`config.mk`:
```
export PLATFORM = sky130hd
export DESIGN_NAME = uart_tx_fifo
export DESIGN_NICKNAME = d
export VERILOG_FILES = /design/src/rtl/uart_tx_fifo.sv
export SDC_FILE = /design/constraint.sdc
export NUM_CORES = 1
export LEC_CHECK = 0
export CAP_MARGIN = 30
export CELL_PAD_IN_SITES_DETAIL_PLACEMENT = 0
export CELL_PAD_IN_SITES_GLOBAL_PLACEMENT = 2
export CORE_MARGIN = 2
export CORE_UTILIZATION = 44
export DETAILED_ROUTE_END_ITERATION = 8
export GPL_TIMING_DRIVEN = 1
export PLACE_DENSITY = 0.92
export SETUP_SLACK_MARGIN = 0.05
export SLEW_MARGIN = 20
export SYNTH_ARGS = -nofsm -noshare
export SYNTH_HDL_FRONTEND = slang
export SYNTH_SLANG_ARGS = --single-unit
export TNS_END_PERCENT = 100
```
`constraint.sdc`:
```
create_clock -name clock -period 6 [get_ports clock]
set_input_delay 0.9 -clock clock [delete_from_list [all_inputs] [get_ports clock]]
set_output_delay 0.9 -clock clock [all_outputs]
set_load 0.01 [all_outputs]
```
`src/rtl/uart_tx_fifo.sv`:
```
// Serial transmitter with configurable frame format (5-9 data bits, parity, 1/2 stop bits),
// a write FIFO in front of it and a hold input that gates the start of each new frame.
module uart_tx_fifo #(
  parameter int Clock    = 50000000,
  parameter int Baud     = 9600,
  parameter int DataBits = 8,
  parameter int Parity   = 0,
  parameter int StopBits = 1,
  parameter int Depth    = 4
) (
  input  logic                         clock,
  input  logic                         reset,
  input  logic                         txen,
  input  logic [DataBits-1:0]          data,
  input  logic                         hold,
  output logic                         txd,
  output logic                         cts,
  output logic                         busy,
  output logic [$clog2(Depth+1)-1:0]   level
);

  localparam int Div = (Clock + Baud / 2) / Baud;
  localparam int CW  = $clog2(Div);
  localparam int LW  = $clog2(Depth + 1);
  localparam int PW  = $clog2(Depth);

  typedef enum logic [2:0] {
    IDLE   = 3'd0,
    START  = 3'd1,
    DATA   = 3'd2,
    PARITY = 3'd3,
    STOP   = 3'd4
  } state_t;

  state_t              state_r;
  logic [CW-1:0]       cnt_r;
  logic [3:0]          bit_r;
  logic [DataBits-1:0] shift_r;
  logic                par_r;
  logic                txd_r;
  logic                busy_r;
  logic [DataBits-1:0] mem_r [Depth];
  logic [PW-1:0]       wptr_r;
  logic [PW-1:0]       rptr_r;
  logic [LW-1:0]       count_r;

  logic push_s;
  logic pop_s;
  logic ready_s;
  logic bit_end_s;
  logic cts_s;

  // Parity of the word as popped: odd mode makes the total count of ones odd
  function automatic logic par_bit(input logic [DataBits-1:0] w);
    if (Parity == 1) par_bit = ~^w;
    else             par_bit = ^w;
  endfunction

  assign cts_s = (count_r != LW'(Depth));

  // Write acceptance and frame-start decision (IDLE, or the end of the last stop bit)
  always_comb begin
    push_s    = txen && cts_s;
    ready_s   = (count_r != '0) && !hold;
    bit_end_s = (cnt_r == CW'(Div - 1));
    if (state_r == IDLE) begin
      pop_s = ready_s;
    end else if (state_r == STOP && bit_end_s && bit_r == 4'(StopBits - 1)) begin
      pop_s = ready_s;
    end else begin
      pop_s = 1'b0;
    end
  end

  // Frame sequencer with bit timer; pop takes priority so back-to-back frames have no gap
  always_ff @(posedge clock or negedge reset) begin
    if (!reset) begin
      state_r <= IDLE;
      cnt_r   <= '0;
      bit_r   <= 4'd0;
      shift_r <= '0;
      par_r   <= 1'b0;
      txd_r   <= 1'b1;
      busy_r  <= 1'b0;
    end else begin
      if (state_r == IDLE || bit_end_s) cnt_r <= '0;
      else                              cnt_r <= cnt_r + CW'(1);

      if (pop_s) begin
        shift_r <= mem_r[rptr_r];
        par_r   <= par_bit(mem_r[rptr_r]);
        bit_r   <= 4'd0;
        txd_r   <= 1'b0;
        busy_r  <= 1'b1;
        state_r <= START;
      end else begin
        case (state_r)
          IDLE: begin
            txd_r  <= 1'b1;
            busy_r <= 1'b0;
          end
          START: begin
            if (bit_end_s) begin
              state_r <= DATA;
              bit_r   <= 4'd0;
              txd_r   <= shift_r[0];
            end
          end
          DATA: begin
            if (bit_end_s) begin
              shift_r <= {1'b0, shift_r[DataBits-1:1]};
              if (bit_r == 4'(DataBits - 1)) begin
                bit_r <= 4'd0;
                if (Parity != 0) begin
                  state_r <= PARITY;
                  txd_r   <= par_r;
                end else begin
                  state_r <= STOP;
                  txd_r   <= 1'b1;
                end
              end else begin
                bit_r <= bit_r + 4'd1;
                txd_r <= shift_r[1];
              end
            end
          end
          PARITY: begin
            if (bit_end_s) begin
              state_r <= STOP;
              bit_r   <= 4'd0;
              txd_r   <= 1'b1;
            end
          end
          STOP: begin
            if (bit_end_s) begin
              if (bit_r == 4'(StopBits - 1)) begin
                state_r <= IDLE;
                busy_r  <= 1'b0;
                txd_r   <= 1'b1;
              end else begin
                bit_r <= bit_r + 4'd1;
              end
            end
          end
          default: begin
            state_r <= IDLE;
            busy_r  <= 1'b0;
            txd_r   <= 1'b1;
          end
        endcase
      end
    end
  end

  // Write FIFO storage, wrapping pointers and occupancy count
  always_ff @(posedge clock or negedge reset) begin
    if (!reset) begin
      wptr_r  <= '0;
      rptr_r  <= '0;
      count_r <= '0;
      for (int i = 0; i < Depth; i++) mem_r[i] <= '0;
    end else begin
      if (push_s) begin
        mem_r[wptr_r] <= data;
        wptr_r        <= wptr_r + PW'(1);
      end
      if (pop_s) rptr_r <= rptr_r + PW'(1);
      case ({push_s, pop_s})
        2'b10:   count_r <= count_r + LW'(1);
        2'b01:   count_r <= count_r - LW'(1);
        default: count_r <= count_r;
      endcase
    end
  end

  assign txd   = txd_r;
  assign busy  = busy_r;
  assign cts   = cts_s;
  assign level = count_r;

endmodule

```
==> key figures, run 1 <==
Min path
  – Hold crit path type: flop to flop

GRT
  – Total GRT Usage: 16.4%
  – First-pass GRT wire length: 10.7 mm
  – Pin count of the biggest net entering global routing: 70
  – Grt ovf: 0
  – Vias in the first global route: 2207
  – Initial antenna violation count: 0

Synthesis
  – Largest cells by area after synthesis: dfrtp_1 (50%), mux2_2 (11%), mux4_2 (5.3%)
  – Number of synthesized flops with an enable pin: 0
  – Ys flop type: dfrtp_1
  – Area share of the leading cell type in the synthesized netlist: 49.8%
  – Gate Count Post-Synth: 281
  – Post-Syn Area: 0.00342 mm^2
  – Seq/Total Area, Yosys: 50.5%
  – Async set-reset flop share out of synthesis: 100%
  – Syn_area_per_cell: 12.2 um^2
  – Syn Nets: 302
  – Synth cell types: 54
  – Count of state elements after synthesis: 69
  – Post-synth top area cell: dfrtp_1
  – Synth Warn #: 0

Placed design
  – Placed Cells: 394
  – Final Wtd Congestion: 0.791
  – DP HPWL: 4.48 mm
  – # port buffers: 17

Worst setup path
  – CP Data Required Time: 6260 ps
  – Critical path, cell by cell: inv_1, ha_1, or3b_2, o41ai_4, nand2_4, inv_2, ha_1, inv_1, fa_1, xor2_1, nor2_1, xor2_1
  – Critical path launch point type: flop
  – Worst stage delay on the critical path: 670 ps
  – Critical path type: flop to flop
  – Crit Path Max Fanout: 11
  – Slowest CP cell: o41ai_4
  – Crit end category: flop
  – WP data arrival: 3630 ps

Timing
  – Crit share post-route: 56.1%
  – Setup-failing EPs final: 0
  – Slew headroom: 41.4%
  – Setup TNS: 0 ps
  – Slew Viols, Final: 0
  – Final Hold Vio Count: 0
  – RSZ-0062 raised after global routing: false
  – Final Critical Period: 3370 ps
  – Clock Skew: 13.4 ps
  – Tightest Pin Transition: 879 ps
  – Fmax: 297 MHz

Detailed routing
  – DRT Pass-1 Iters: 4
  – Post-route ant nets: 0
  – Iteration-0 DRC count of the detailed router: 87
  – Final Routed Wirelength: 6.49 mm
  – WL per Instance: 15.9 um
  – Vias: 2226
  – DRC Markers: 0
  – DR vias/cell: 5.44

Cells and area
  – Share of cells above drive strength 1: 23.1%
  – Nets@finish: 324
  – Non-Filler Instances: 409
  – Area growth syn-to-layout: 13.7%
  – N_diodes: 0
  – Fill cells: 703

Floorplan
  – Die ar.: 0.00849 mm^2
  – Core ar.: 0.00761 mm^2
  – Ports: 18
  – Die Y: 92.2 um
  – Die width: 92.2 um
  – Starting Density: 45.0%
  – Std cell rows: 32

Outcome
  – Outcome: finished clean

Job
  – MaxCap Viol Count: 0

Clock tree
  – CTS tree: yes
  – CTS clk-pin slew, worst paths: 80 ps
  – CTS root buffer: clkbuf_8
  – CTS Sinks: 69
  – Setup Fix Bufs, Post-CTS: 0
  – Resized Gates After CTS: 0
  – Max Buffers Root-to-Sink: 2
  – Clock buffer count from CTS: 9
  – H-tree levels: 3
  – Clk_lat worst skew: 340 ps
  – Hold Buf Count CTS: 0

Pwr
  – Pwr dens: 354 mW/mm^2
  – Leak: 1.65 nW
  – VDD IR max: 0.246 mV
## stage by stage
| stage | worst slack, ps | cell area, um^2 | util (%) | total power, mW | hold WS, ps |
|---|---|---|---|---|---|
| after floorplan | 2970 | 3420 | - | 0.894 | 424 |
| after global placement | 2630 | 3690 | 48.5 | 0.989 | 435 |
| after detailed placement | 2510 | 3690 | 48.5 | 1.01 | 449 |
| after CTS | 2620 | 3890 | 51.1 | 1.39 | 460 |
| after global routing | 2430 | 3890 | 51.1 | 1.45 | 503 |
| final | 2630 | 3890 | 51.1 | 1.37 | 452 |
## power breakdown
part           switching (mW)  internal [mW]  total [mW]
logic                   0.130          0.199       0.329
clock network           0.176          0.202       0.379
registers              0.0725          0.594       0.666
## cell type report
cell class	count	area, um^2	share of cell area, %
flip-flops and latches	69	1730	44.4
multi-input cells	191	1610	41.3
repair buffers	19	180	4.63
clock buffers	10	138	3.54
well taps	102	128	3.28
clock inverters	5	60.1	1.54
inverters	13	48.8	1.26
## registers in the layout, summed over array words and instances, names as in the netlist
signal	flops
rptr_r	2
busy	1
level	3
txd	1
state_r	3
wptr_r	2
mem_r	32
shift_r	8
bit_r	4
cnt_r	13
## per-layer routing
layer	wire [um]	GRT usage [%]	vias to the layer above
met5	0	0	-
met4	65	4.23	0
met3	194	5.42	5
met2	3180	27.5	26
met1	3050	20.6	1124
li1	-	-	1071
## Yosys cell counts (2+ instances only)
cell	number
inv_1	12
nor3b_1	3
buf_1	2
a31oi_1	2
a21oi_1	7
a21o_1	2
xor2_1	10
and2_1	2
mux4_2	8
ha_1	8
nand4_1	7
nor3_1	2
xnor2_1	6
dfrtp_1	68
nand3_1	16
or3b_2	2
nand2_1	12
mux2i_1	5
o31ai_1	2
clkbuf_1	5
o21ai_1	3
nor2_1	17
mux2_2	33
and4_1	2
o21ai_0	14
nor4bb_1	2
or4_1	2
## worst paths after layout
| check | from | endpoint | slack, ps | cells after the start |
|---|---|---|---|---|
| min in group asynchronous | reset | cnt_r[10]$_DFF_PN0_ | 730 | 2 |
| max | bit_r[0]$_DFFE_PN0P_ | level[2]$_DFFE_PN0P_ | 2630 | 12 |
| min reg2reg | cnt_r[0]$_DFF_PN0_ | cnt_r[0]$_DFF_PN0_ | 450 | 1 |
| max reg2reg | bit_r[0]$_DFFE_PN0P_ | level[2]$_DFFE_PN0P_ | 2630 | 12 |
| min | cnt_r[0]$_DFF_PN0_ | cnt_r[0]$_DFF_PN0_ | 450 | 1 |
| max in group asynchronous | reset | state_r[0]$_DFFE_PN0P_ | 4660 | 2 |
## cells by family after synthesis
logic type	after synthesis	share of synthesized area [%]
AOI/OAI and AO/OA	39	7.76
xor gates and xnor gates	16	4.10
adders and majority gates	9	3.51
buffers and inverters	21	2.52
DFF	69	50.5
muxes	47	18.0
and+or+nand+nor	80	13.5
## worst max-delay path: cells and delay by family (launching register included)
| kind | cells | cell delay (ps) |
|---|---|---|
| buffers and inverters | 3 | 370 |
| adder cells (fa/ha/maj) | 3 | 730 |
| flip-flops | 1 | 410 |
| XOR/XNOR | 2 | 320 |
| AND/OR/NAND/NOR | 3 | 780 |
| AO/OA/AOI/OAI | 1 | 670 |
## cells in the final DEF, fill, tap and decap left out, types with 2 or more instances in the layout
cell type        Yosys  routed
mux2i_1              5       5
and4_1               2       2
nand4_1              7       7
nor3_1               2       2
dfrtp_1             68      68
mux4_2               8       8
or4_1                2       2
xor2_1              10      10
ha_1                 8       8
xnor2_1              6       6
nor3b_1              3       3
a21oi_1              7       7
nor2_1              17      17
inv_1               12      12
or3b_2               2       2
buf_4                0       2
nand2_1             12      12
a21o_1               2       2
clkdlybuf4s50_1      0      16
nand3_1             16      16
and2_1               2       2
nor4bb_1             2       2
a31oi_1              2       2
o31ai_1              2       2
mux2_2              33      33
o21ai_0             14      14
o21ai_1              3       3
clkbuf_8             0      10
Note: power is estimated with default switching activity, not from simulation.
==> inputs of run 2 (changes only) <==
Settings changed: CORE_UTILIZATION 44 to 37, PLACE_DENSITY 0.92 to 0.84.
Clock period 6 ns to 3 ns, I/O delays scaled along.
==> run 2 against run 1 <==
Critical path depth did not move; cell count rose by 4.6%; setup slack got worse by 2300 ps; via count rose by 0.76%; sequential share of layout area fell by 1.0 points; utilization fell by 7.4 points; sequential cell count did not move; total power rose by 99%; sequential power rose by 100%; maximum frequency rose by 25%; count of clock-buffer cells in the layout fell by 1; clock power rose by 98%.
==> key figures, run 2 (synthesis gave the netlist of run 1 again) <==
Placed design
  – Dpl ws: 257 ps (was 2510 ps)
  – Final Wtd Congestion: 0.765 (was 0.791)
  – # port buffers: 17 (unchanged)
  – Post-placement cell area: 0.00378 mm^2 (was 0.00369 mm^2)
  – DP HPWL: 4.66 mm (was 4.48 mm)

Timing
  – Final worst slack: 306 ps (was 2630 ps)
  – RSZ-0062 raised after global routing: false (unchanged)
  – Setup TNS: 0 ps (unchanged)
  – Tightest Pin Transition: 645 ps (was 879 ps)
  – Fmax: 371 MHz (was 297 MHz)
  – Setup-failing EPs final: 0 (unchanged)
  – Final Critical Period: 2690 ps (was 3370 ps)
  – Slew Viols, Final: 0 (unchanged)
  – Clock Skew: 15.5 ps (was 13.4 ps)
  – Crit share post-route: 89.8% (was 56.1%)
  – Slew headroom: 56.9% (was 41.4%)
  – Final Hold Vio Count: 0 (unchanged)

Cells and area
  – Post-Route Utilization: 43.7% (was 51.1%)
  – Largest regs: mem_r: 32 flops, cnt_r: 13 flops, shift_r: 8 flops (unchanged)
  – Share of cells above drive strength 1: 25.6% (was 23.1%)
  – Area growth syn-to-layout: 16.4% (was 13.7%)
  – Top reg by flops: mem_r (unchanged)
  – Most frequent cells in the layout: dfrtp_1 (68), mux2_2 (33), nor2_1 (17), nand3_1 (16), clkdlybuf4s50_1 (16) (unchanged)
  – Cell area after layout: 0.00398 mm^2 (was 0.00389 mm^2)
  – Commonest non-fill, non-tap cell in the layout: dfrtp_1 (unchanged)
  – N_diodes: 0 (unchanged)
  – Max FFs per register: 32 (unchanged)
  – Nets@finish: 333 (was 324)

Pwr
  – Sw Ratio: 29.8% (was 27.6%)
  – NetSw: 0.816 mW (was 0.379 mW)
  – Clock share of power: 27.4% (was 27.5%)
  – Internal power: 1.92 mW (was 0.995 mW)
  – VDD IR max: 0.402 mV (was 0.246 mV)
  – Combinational fraction of design power: 24.1% (was 24.0%)
  – Seq pwr share: 48.5% (about the same)
  – Leak: 1.70 nW (was 1.65 nW)
  – Pwr dens: 687 mW/mm^2 (was 354 mW/mm^2)

Detailed routing
  – Final Routed Wirelength: 6.64 mm (was 6.49 mm)
  – Post-route ant nets: 0 (unchanged)
  – DRT Pass-1 Iters: 4 (unchanged)
  – WL per Instance: 15.5 um (was 15.9 um)
  – DRC Markers: 0 (unchanged)
  – DR vias/cell: 5.24 (was 5.44)
  – Vias: 2243 (was 2226)
  – Iteration-0 DRC count of the detailed router: 98 (was 87)

Clock tree
  – Resized Gates After CTS: 0 (unchanged)
  – Max Buffers Root-to-Sink: 2 (unchanged)
  – CTS tree: yes (unchanged)
  – CTS Sinks: 69 (unchanged)
  – Hold Buf Count CTS: 0 (unchanged)
  – CTS root buffer: clkbuf_8 (unchanged)
  – CTS clk-pin slew, worst paths: 100 ps (was 80 ps)
  – H-tree levels: 3 (unchanged)
  – Clk_lat worst skew: 350 ps (was 340 ps)
  – Clock buffer count from CTS: 9 (unchanged)

Worst setup path
  – WP data arrival: 2970 ps (was 3630 ps)
  – Crit end category: flop (unchanged)
  – Crit Path Max Fanout: 5 (was 11)
  – Critical path type: flop to flop (unchanged)
  – CP Data Required Time: 3280 ps (was 6260 ps)
  – Critical path launch point type: flop (unchanged)

Floorplan
  – Ports: 18 (unchanged)
  – Starting Density: 37.5% (was 45.0%)
  – Std cell rows: 35 (was 32)
  – Die width: 100 um (was 92.2 um)
  – Core ar.: 0.00911 mm^2 (was 0.00761 mm^2)
  – Die ar.: 0.0100 mm^2 (was 0.00849 mm^2)
  – Die Y: 100 um (was 92.2 um)

GRT
  – First-pass GRT wire length: 11.6 mm (was 10.7 mm)
  – Grt ovf: 0 (unchanged)
  – Pin count of the biggest net entering global routing: 46 (was 70)
  – Vias in the first global route: 2332 (was 2207)
  – Initial antenna violation count: 0 (unchanged)
  – Total GRT Usage: 14.8% (was 16.4%)

Min path
  – Hold crit path type: input pin to async pin (was flop to flop)

Job
  – MaxCap Viol Count: 0 (unchanged)

Outcome
  – Outcome: finished clean (unchanged)
## run 2: cell count changes in the layout (fill, tap and decap cells not counted)
| cell | delta |
|---|---|
| clkbuf_8 | -1 |
| clkinv_2 | -1 |
| inv_6 | +2 |
| buf_4 | +8 |
| clkinvlp_4 | -1 |
| or3b_2 | -1 |
| clkinv_8 | +1 |
| or3b_4 | +1 |
| buf_12 | +1 |
| bufinv_16 | -1 |
| inv_8 | +2 |
## run 2: per-stage QoR
step           power (mW)  hold slack (ps)  cells
2_1_floorplan        1.79              154    281
3_3_place_gp         1.98              437    411
3_5_place_dp         2.02              446    411
4_1_cts              2.78             88.3    427
5_1_grt              2.91              121    428
6_report             2.74             82.5    428
## run 2: final timing paths
check | from | to | slack, ps | cells after the start
setup / recovery | bit_r[0]$_DFFE_PN0P_ | level[2]$_DFFE_PN0P_ | 310 | 12
max in group asynchronous | reset | cnt_r[1]$_DFF_PN0_ | 2260 | 2
setup reg to reg | bit_r[0]$_DFFE_PN0P_ | level[2]$_DFFE_PN0P_ | 310 | 12
hold reg to reg | cnt_r[0]$_DFF_PN0_ | cnt_r[0]$_DFF_PN0_ | 460 | 1
min in group clock | cnt_r[0]$_DFF_PN0_ | cnt_r[0]$_DFF_PN0_ | 460 | 1
hold / removal | reset | mem_r[21]$_DFFE_PN0P_ | 80 | 1
## run 2: cell type report
| class | instances | area (um^2) |
|---|---|---|
| Clock inverter | 7 | 73.8 |
| Tap cell | 111 | 139 |
| Sequential cell | 69 | 1730 |
| Multi-Input combinational cell | 191 | 1610 |
| Fill cell | 861 | 5130 |
| Inverter | 13 | 48.8 |
| Clock buffer | 9 | 124 |
| Timing Repair Buffer | 28 | 260 |
## run 2: worst max-delay path, stage by stage (launching register included)
cell and delay [ps]:
dfrtp_1 410, inv_1 80, ha_1 130, or3b_4 410
o41ai_4 430, nand2_4 80, inv_2 60, ha_1 170
inv_1 60, fa_1 380, xor2_1 150, nor2_1 110
xor2_1 150
## run 2: power by group through the flow
stage / Clock (mW) / Sequential (mW) / Combinational, mW
after global routing: 0.822 / 1.36 / 0.730
after detailed placement: 0 / 1.35 / 0.673
after CTS: 0.776 / 1.33 / 0.674
final: 0.750 / 1.33 / 0.658
after floorplan: 0 / 1.31 / 0.478
after global placement: 0 / 1.33 / 0.651
## run 2: timing repair
action                     CTS  global route
buffers inserted             0             1
hold endpoints to repair     0             0
setup endpoints to repair    0             1
## run 2: per-layer routing
layer | vias up | GRT usage (%) | routed length [um]
li1 | 1092 | - | -
met1 | 1115 | 19.6 | 3210
met2 | 31 | 23.9 | 3170
met3 | 5 | 4.81 | 197
met4 | 0 | 3.58 | 66
met5 | - | 0 | 0
==> inputs of run 3 (changes only) <==
Settings changed: ABC_CLOCK_PERIOD_IN_PS set to 3000.
==> results of run 3 <==
No change in the layout: final DEF, timing and power equal those of run 2.
